**config.mk**
```make
export PLATFORM = sky130hd
export DESIGN_NAME = demux16_dispatch
export DESIGN_NICKNAME = d
export VERILOG_FILES = /design/src/rtl/demux16_dispatch.sv
export SDC_FILE = /design/constraint.sdc
export NUM_CORES = 1
export LEC_CHECK = 0
export BUFFER_PORTS_ARGS = -buffer_cell sky130_fd_sc_hd__buf_2
export CAP_MARGIN = 40
export CORE_ASPECT_RATIO = 1.25
export CORE_MARGIN = 5
export CORE_UTILIZATION = 40
export DETAILED_ROUTE_END_ITERATION = 12
export PLACE_DENSITY = 0.71
export SYNTH_ARGS = -nofsm -noshare
export SYNTH_HDL_FRONTEND = slang
export SYNTH_SLANG_ARGS = --single-unit
export TNS_END_PERCENT = 50
```
**constraint.sdc**
```tcl
create_clock -name clk -period 2.3 [get_ports clk]
set_input_delay 0.46 -clock clk [delete_from_list [all_inputs] [get_ports clk]]
set_output_delay 0.46 -clock clk [all_outputs]
set_load 0.02 [all_outputs]
```
**src/rtl/demux16_dispatch.sv**
```systemverilog
// Single-outstanding 1-to-16 write dispatcher with a registered one-hot strobe.
// Define DISPATCH_TIMEOUT_EN to add the BUSY timeout counter with err/err_sel reporting.
module demux16_dispatch #(
    parameter int unsigned WIDTH   = 32,
    parameter int unsigned TIMEOUT = 15
) (
    input  logic             clk,
    input  logic             reset_n,
    input  logic             req_valid,
    output logic             req_ready,
    input  logic [3:0]       req_sel,
    input  logic [WIDTH-1:0] req_data,
    output logic [15:0]      slv_valid,
    output logic [WIDTH-1:0] slv_data,
    input  logic [15:0]      slv_ack,
    output logic             done,
    output logic             err,
    output logic [3:0]       err_sel
);

    if (TIMEOUT == 0) begin : g_bad_timeout
        $error("demux16_dispatch: TIMEOUT must be at least 1");
    end

    typedef enum logic {
        S_IDLE,
        S_BUSY
    } state_t;

    state_t           state_q, state_d;
    logic [3:0]       sel_q, sel_d;
    logic [WIDTH-1:0] data_q, data_d;
    logic [15:0]      valid_q, valid_d;
    logic             done_q, done_d;

`ifdef DISPATCH_TIMEOUT_EN
    localparam int unsigned CW = $clog2(TIMEOUT + 1);
    localparam logic [CW-1:0] CNT_LAST = CW'(TIMEOUT - 1);

    logic [CW-1:0] cnt_q, cnt_d;
    logic          err_q, err_d;
    logic [3:0]    err_sel_q, err_sel_d;
`endif

    always_comb begin
        state_d = state_q;
        sel_d   = sel_q;
        data_d  = data_q;
        valid_d = valid_q;
        done_d  = 1'b0;
`ifdef DISPATCH_TIMEOUT_EN
        cnt_d     = cnt_q;
        err_d     = 1'b0;
        err_sel_d = err_sel_q;
`endif
        unique case (state_q)
            S_IDLE: begin
                valid_d = '0;
                if (req_valid) begin
                    state_d = S_BUSY;
                    sel_d   = req_sel;
                    data_d  = req_data;
                    // Strobe is built from req_sel here so slv_valid comes straight off a flop.
                    valid_d = 16'b1 << req_sel;
`ifdef DISPATCH_TIMEOUT_EN
                    cnt_d   = '0;
`endif
                end
            end
            S_BUSY: begin
                if (slv_ack[sel_q]) begin
                    state_d = S_IDLE;
                    valid_d = '0;
                    done_d  = 1'b1;
                end
`ifdef DISPATCH_TIMEOUT_EN
                else if (cnt_q == CNT_LAST) begin
                    state_d   = S_IDLE;
                    valid_d   = '0;
                    err_d     = 1'b1;
                    err_sel_d = sel_q;
                end else begin
                    cnt_d = cnt_q + 1'b1;
                end
`endif
            end
            default: begin
                state_d = S_IDLE;
                valid_d = '0;
            end
        endcase
    end

    always_ff @(posedge clk or negedge reset_n) begin
        if (!reset_n) begin
            state_q <= S_IDLE;
            sel_q   <= '0;
            data_q  <= '0;
            valid_q <= '0;
            done_q  <= 1'b0;
        end else begin
            state_q <= state_d;
            sel_q   <= sel_d;
            data_q  <= data_d;
            valid_q <= valid_d;
            done_q  <= done_d;
        end
    end

`ifdef DISPATCH_TIMEOUT_EN
    always_ff @(posedge clk or negedge reset_n) begin
        if (!reset_n) begin
            cnt_q     <= '0;
            err_q     <= 1'b0;
            err_sel_q <= '0;
        end else begin
            cnt_q     <= cnt_d;
            err_q     <= err_d;
            err_sel_q <= err_sel_d;
        end
    end

    assign err     = err_q;
    assign err_sel = err_sel_q;
`else
    assign err     = 1'b0;
    assign err_sel = '0;
`endif

    assign req_ready = (state_q == S_IDLE);
    assign slv_valid = valid_q;
    assign slv_data  = data_q;
    assign done      = done_q;

endmodule

```
==> impl_metrics.env, run 1 <==
export IMPL_final_layout_size_suffix_gt1_share_pct=36.5
export IMPL_synthesis_area_sq_um=2250
export IMPL_ir_drop_mv=0.665
export IMPL_final_fill_count=512
export IMPL_share_of_synthesized_area_occupied_by_flip_flops_and_latches_pct=60.1
export IMPL_cp_data_arrival_time_ns=2.28
export IMPL_grt_max_degree=38
export IMPL_drv_slew=0
export IMPL_finClkSkew_ns=0.0103
export IMPL_cts_root_to_sink_buffers=2
export IMPL_cp_launch_type="flop"
export IMPL_max_slew_worst_pin_slew_ns=0.595
export IMPL_synth_top_area_share_pct=60.1
export IMPL_final_setup_worst_slack_ns=0.209
export IMPL_clock_root_buffer="sky130_fd_sc_hd__clkbuf_8"
export IMPL_postCtsResizedCells=0
export IMPL_post_synth_inst_count=227
export IMPL_numPortBuffers=104
export IMPL_floorplan_die_area_sq_um=7230
export IMPL_first_global_vias=1874
export IMPL_timing_hold_ws_ns=0.152
export IMPL_endpoint_kind="flop"
export IMPL_maxCapViolCount=0
export IMPL_gp_routability_congestion=0.724
export IMPL_r2r_end="slv_valid[4]$_DFFE_PN0P_"
export IMPL_library_cell_contributing_the_largest_single_delay_on_the_critical_path="sky130_fd_sc_hd__dfrtp_1"
export IMPL_vias=1806
export IMPL_worstRegToRegCells=4
export IMPL_chipWidth_um=77.1
export IMPL_synth_distinct_cells=23
export IMPL_power_per_cell_area_nw_per_um2=1210
export IMPL_grt_overflow_total=0
export IMPL_rows=30
export IMPL_num_antenna_cells=0
export IMPL_regToRegSetupSlack_ns=0.21
export IMPL_netlist_top_cell_by_area="sky130_fd_sc_hd__dfrtp_1"
export IMPL_postLayoutCellArea_sq_um=2880
export IMPL_timing_fmax_mhz=478
export IMPL_layout_common_cells="110 x sky130_fd_sc_hd__nand2_1, 104 x sky130_fd_sc_hd__buf_2, 54 x sky130_fd_sc_hd__dfrtp_1, 10 x sky130_fd_sc_hd__a22o_1, 8 x sky130_fd_sc_hd__mux2i_1"
export IMPL_ys_warnings_count=0
export IMPL_synth_seq_cells=54
export IMPL_total_power_of_the_final_layout_mw=3.49
export IMPL_grt_usage_pct=14.7
export IMPL_placed_area_sq_um=2780
export IMPL_final_critical_delay_including_setup_and_external_delays_ns=2.09
export IMPL_place_hpwl_mm=3.94
export IMPL_num_clock_sinks=54
export IMPL_critical_path_class="flop to flop"
export IMPL_tns_ns=0
export IMPL_wire_length_per_cell_um=13.1
export IMPL_post_cts_setup_buffer_count=0
export IMPL_crit_top_cell="sky130_fd_sc_hd__a22o_1"
export IMPL_viasPerCell=4.60
export IMPL_average_footprint_of_a_synthesized_cell_sq_um=9.90
export IMPL_ioPinCount=110
export IMPL_detail_route_drc_violations=0
export IMPL_global_route_wire_length_before_repair_mm=8.60
export IMPL_initial_core_util_pct=41.3
export IMPL_area_occupied_by_multi_input_gates_sq_um=791
export IMPL_htreeDepth=2
export IMPL_leakagePower_nw=1.68
export IMPL_setup_violations_final=0
export IMPL_drt_first_pass_iters=4
export IMPL_cts_clk_slew_worst_paths_ns=0.10
export IMPL_areaGrowthSynthToFinish_pct=28.2
export IMPL_synthTopCellsByArea="sky130_fd_sc_hd__dfrtp_1 60%, sky130_fd_sc_hd__nand2_1 18%, sky130_fd_sc_hd__a22o_1 3.9%, sky130_fd_sc_hd__mux2i_1 3.6%, sky130_fd_sc_hd__mux4_2 2.0%"
export IMPL_status="finished clean"
export IMPL_numCtsBuffers=5
export IMPL_worstPathRequired_ns=2.49
export IMPL_cts_tree="built"
export IMPL_worst_skew_pair_latency_ns=0.31
export IMPL_timing_rr_start="sel_q[2]$_DFFE_PN0P_"
export IMPL_coreArea_sq_um=5440
export IMPL_detail_route_antenna_nets=0
export IMPL_max_slew_margin_pct=60.4
export IMPL_finalHoldViolations=0
export IMPL_layout_area_seq_sq_um=1350
export IMPL_number_of_buffers_added_to_fix_hold_violations_after_cts=0
export IMPL_layout_commonest_cell="sky130_fd_sc_hd__nand2_1"
export IMPL_cpPeakStageDelay_ns=0.61
export IMPL_fin_nets=383
export IMPL_initialDrtViolationCount=77
export IMPL_die_height_um=93.8
export IMPL_placement_setup_worst_slack_ns=0.209
export IMPL_timing_critical_path_cells="mux2i_1 > mux4_2 > a22o_1 > a22o_1"
export IMPL_setup_repair_after_global_routing_missed_its_margin="false"
export IMPL_initial_antenna_violation_count=0
export IMPL_hold_class="input pin to asynchronous set/reset pin"
export IMPL_min_period_over_period_pct=90.9
export IMPL_timing_critical_path_fanout_max=17
export IMPL_postRouteWirelength_mm=5.15
## flip-flops by register name, indices dropped and copies added (netlist names)
signal,count
slv_valid,16
slv_data,32
sel_q,4
done,1
state_q,1
## layer usage
metal  routed length [um]  up-vias  global-route usage (%)  part of all wire (%)
met5                    0        -                       0                     0
met4                   66        0                    4.73                   1.3
met3                  443        7                    4.70                   8.6
met2                 2550       66                    25.4                    50
met1                 2080      816                    17.3                    40
li1                     -      917                       -                     -
## metrics by stage
step	instances	util, %
floorplan	231	-
global placement	385	51.1
detailed placement	385	51.1
CTS	393	53.0
global route	393	53.0
finish	393	53.0
## worst max-delay path: cells and delay by family (launching register included)
kind | cells | cell delay [ns]
DFF | 1 | 0.61
AOI/OAI and AO/OA | 2 | 0.74
muxes | 2 | 0.64
## cells by family (layout without fill, tap and decap cells)
family	after synthesis	after routing	share of synthesized area, %
AO/OA/AOI/OAI	17	17	6.73
buffers and inverters	21	119	5.51
multiplexers	11	11	6.07
other	1	5	0.167
flip-flops	54	54	60.1
AND/OR/NAND/NOR	123	123	21.4
## worst max path at each step
stage	startpoint	endpoint	slack (ns)	depth (start not counted)
final	sel_q[2]$_DFFE_PN0P_	slv_valid[4]$_DFFE_PN0P_	0.21	4
after global routing	sel_q[2]$_DFFE_PN0P_	slv_valid[0]$_DFFE_PN0P_	0.1	4
after CTS	sel_q[2]$_DFFE_PN0P_	slv_valid[4]$_DFFE_PN0P_	0.20	4
after detailed placement	sel_q[2]$_DFFE_PN0P_	slv_valid[6]$_DFFE_PN0P_	0.21	4
after global placement	sel_q[2]$_DFFE_PN0P_	slv_valid[2]$_DFFE_PN0P_	0.28	4
after floorplan	sel_q[2]$_DFFE_PN0P_	slv_valid[10]$_DFFE_PN0P_	0.43	7
## power breakdown
part / internal (mW) / leakage [nW] / switching [mW]
combinational: 0.515 / 0.941 / 0.924
sequential: 1.28 / 0.691 / 0.216
clock: 0.248 / 0.0478 / 0.309
## cell type report
class                           instances  area share (%)
Sequential cell                        54            46.9
Clock buffer                            6            2.86
Timing Repair Buffer                  108            19.1
Multi-Input combinational cell        156            27.4
Inverter                                3           0.391
Tap cell                               64            2.78
Clock inverter                          2           0.564
## synthesized netlist by cell type (all sizes together)
cell and number:
dfrtp 54, inv 3, nor2b 3, nand2b 1, and2 1, clkbuf 8, nor3b 1, buf 10
o2bb2ai 3, nand3 1, nor3 2, conb 1, a21o 1, nand2 110, a32o 3, a22o 10
mux2i 8, mux4 2, nor2 4, mux2 1
No activity file was read; power rests on OpenSTA's default activity.
==> run 2, diff against run 1 <==
- BUFFER_PORTS_ARGS: -buffer_cell sky130_fd_sc_hd__buf_2 -> -buffer_cell sky130_fd_sc_hd__clkbuf_2
==> impl_metrics.env, run 2 (synthesized netlist as in run 1, its figures left out) <==
export IMPL_status="finished clean"
export IMPL_initial_core_util_pct=41.3
export IMPL_final_critical_delay_including_setup_and_external_delays_ns=2.12
export IMPL_numCtsBuffers=5
export IMPL_final_layout_size_suffix_gt1_share_pct=36.0
export IMPL_max_slew_margin_pct=57.5
export IMPL_hold_class="input pin to asynchronous set/reset pin"
export IMPL_cpPeakStageDelay_ns=0.62
export IMPL_coreArea_sq_um=5440
export IMPL_timing_rr_start="sel_q[2]$_DFFE_PN0P_"
export IMPL_power_switching_mw=1.45
export IMPL_cts_tree="built"
export IMPL_power_clock_fraction_pct=15.2
export IMPL_postRouteWirelength_mm=5.20
export IMPL_drv_slew=0
export IMPL_power_per_cell_area_nw_per_um2=1210
export IMPL_timing_fmax_mhz=471
export IMPL_chipWidth_um=77.1
export IMPL_min_period_over_period_pct=92.3
export IMPL_tns_ns=0
export IMPL_library_cell_contributing_the_largest_single_delay_on_the_critical_path="sky130_fd_sc_hd__dfrtp_1"
export IMPL_cts_clk_slew_worst_paths_ns=0.09
export IMPL_critical_path_depth=4
export IMPL_cp_launch_type="flop"
export IMPL_setup_violations_final=0
export IMPL_initial_antenna_violation_count=0
export IMPL_finClkSkew_ns=0.00328
export IMPL_timing_critical_path_cells="mux2i_1 > mux4_2 > a22o_1 > a22o_1"
export IMPL_largest_reg_flops=32
export IMPL_placement_setup_worst_slack_ns=0.193
export IMPL_grt_max_degree=38
export IMPL_final_fill_count=508
export IMPL_layout_common_cells="110 x sky130_fd_sc_hd__nand2_1, 104 x sky130_fd_sc_hd__clkbuf_2, 54 x sky130_fd_sc_hd__dfrtp_1, 10 x sky130_fd_sc_hd__a22o_1, 8 x sky130_fd_sc_hd__mux2i_1"
export IMPL_global_route_wire_length_before_repair_mm=8.78
export IMPL_max_slew_worst_pin_slew_ns=0.637
export IMPL_fin_nets=382
export IMPL_critPathBufInv=0
export IMPL_detail_route_drc_violations=0
export IMPL_fraction_of_power_spent_switching_nets_pct=41.6
export IMPL_cp_endpoint="slv_valid[9]$_DFFE_PN0P_"
export IMPL_comb_power_share_pct=41.4
export IMPL_pwr_share_seq_pct=43.4
export IMPL_worstRegToRegCells=4
export IMPL_num_clock_sinks=54
export IMPL_htreeDepth=2
export IMPL_first_global_vias=1881
export IMPL_cp_data_arrival_time_ns=2.31
export IMPL_ioPinCount=110
export IMPL_vias=1838
export IMPL_post_cts_setup_buffer_count=0
export IMPL_wire_length_per_cell_um=13.3
export IMPL_number_of_buffers_added_to_fix_hold_violations_after_cts=0
export IMPL_worstPathRequired_ns=2.49
export IMPL_areaGrowthSynthToFinish_pct=28.1
export IMPL_grt_overflow_total=0
export IMPL_timing_critical_path_fanout_max=17
export IMPL_critical_path_top_delay_family="compound AO/OA/AOI/OAI gates"
export IMPL_gp_routability_congestion=0.726
export IMPL_clock_root_buffer="sky130_fd_sc_hd__clkbuf_8"
export IMPL_finalHoldViolations=0
export IMPL_drt_first_pass_iters=4
export IMPL_area_occupied_by_multi_input_gates_sq_um=791
export IMPL_detail_route_antenna_nets=0
export IMPL_postCtsResizedCells=0
export IMPL_viasPerCell=4.69
export IMPL_critical_path_class="flop to flop"
export IMPL_place_hpwl_mm=3.97
export IMPL_startpoint="sel_q[2]$_DFFE_PN0P_"
export IMPL_layout_commonest_cell="sky130_fd_sc_hd__nand2_1"
export IMPL_numPortBuffers=104
export IMPL_die_height_um=93.8
export IMPL_regToRegSetupSlack_ns=0.18
export IMPL_p_int_mw=2.03
export IMPL_crit_top_cell="sky130_fd_sc_hd__a22o_1"
export IMPL_maxCapViolCount=0
export IMPL_rows=30
export IMPL_final_setup_worst_slack_ns=0.177
export IMPL_timing_hold_ws_ns=0.170
export IMPL_num_antenna_cells=0
export IMPL_worst_skew_pair_latency_ns=0.29
export IMPL_cts_root_to_sink_buffers=2
export IMPL_setup_repair_after_global_routing_missed_its_margin="false"
export IMPL_leakagePower_nw=1.67
export IMPL_layout_area_seq_sq_um=1350
export IMPL_grt_usage_pct=15.0
export IMPL_initialDrtViolationCount=78
export IMPL_r2r_end="slv_valid[9]$_DFFE_PN0P_"
export IMPL_floorplan_die_area_sq_um=7230
export IMPL_endpoint_kind="flop"
export IMPL_ir_drop_mv=0.527
==> run 2: cell types whose count changed in the layout (fill, tap and decap cells not counted), sizes merged <==
| cell | change |
|---|---|
| clkinvlp | -1 |
| inv | -1 |
| clkinv | +1 |
| buf | -105 |
| clkbuf | +105 |
==> run 2: how the worst min path moves through the flow <==
| stage | startpoint | end | slack [ns] |
|---|---|---|---|
| after floorplan | reset_n | done$_DFF_PN0_ | 0.16 |
| after global placement | slv_data[31]$_DFFE_PN0P_ | slv_data[31]$_DFFE_PN0P_ | 0.46 |
| after detailed placement | slv_data[3]$_DFFE_PN0P_ | slv_data[3]$_DFFE_PN0P_ | 0.46 |
| after CTS | reset_n | done$_DFF_PN0_ | 0.18 |
| after global routing | reset_n | done$_DFF_PN0_ | 0.20 |
| final | reset_n | done$_DFF_PN0_ | 0.17 |
==> run 2: routing by layer <==
| metal | wire, um | global-route usage, % | vias up |
|---|---|---|---|
| met2 | 2560 | 26.1 | 62 |
| li1 | - | - | 912 |
| met1 | 2190 | 17.5 | 860 |
| met5 | 0 | 0 | - |
| met3 | 407 | 5.28 | 4 |
| met4 | 38 | 3.87 | 0 |
==> run 2: power groups by stage <==
stage               clock, mW  combinational (mW)  sequential (mW)
finish                  0.527                1.44             1.51
global route            0.590                1.60             1.56
CTS                     0.552                1.47             1.51
detailed placement          0                1.47             1.52
global placement            0                1.43             1.52
floorplan                   0               0.701             1.83
==> run 2: metrics by stage <==
stage	instance area, sq um	power (mW)	utilization (%)	instances
6_report	2880	3.48	52.9	392
5_1_grt	2880	3.75	52.9	392
4_1_cts	2880	3.53	52.9	392
3_5_place_dp	2790	2.99	51.2	384
3_3_place_gp	2790	2.95	51.2	384
2_1_floorplan	2260	2.54	-	231
==> run 2: area by class of cell <==
cell class                 count  area share (%)
multi-input combinational    156            27.5
sequential                    54            46.9
tap                           64            2.78
timing repair buffer         107            19.3
inverter                       3           0.391
clock buffer                   7            3.00
clock inverter                 1           0.174
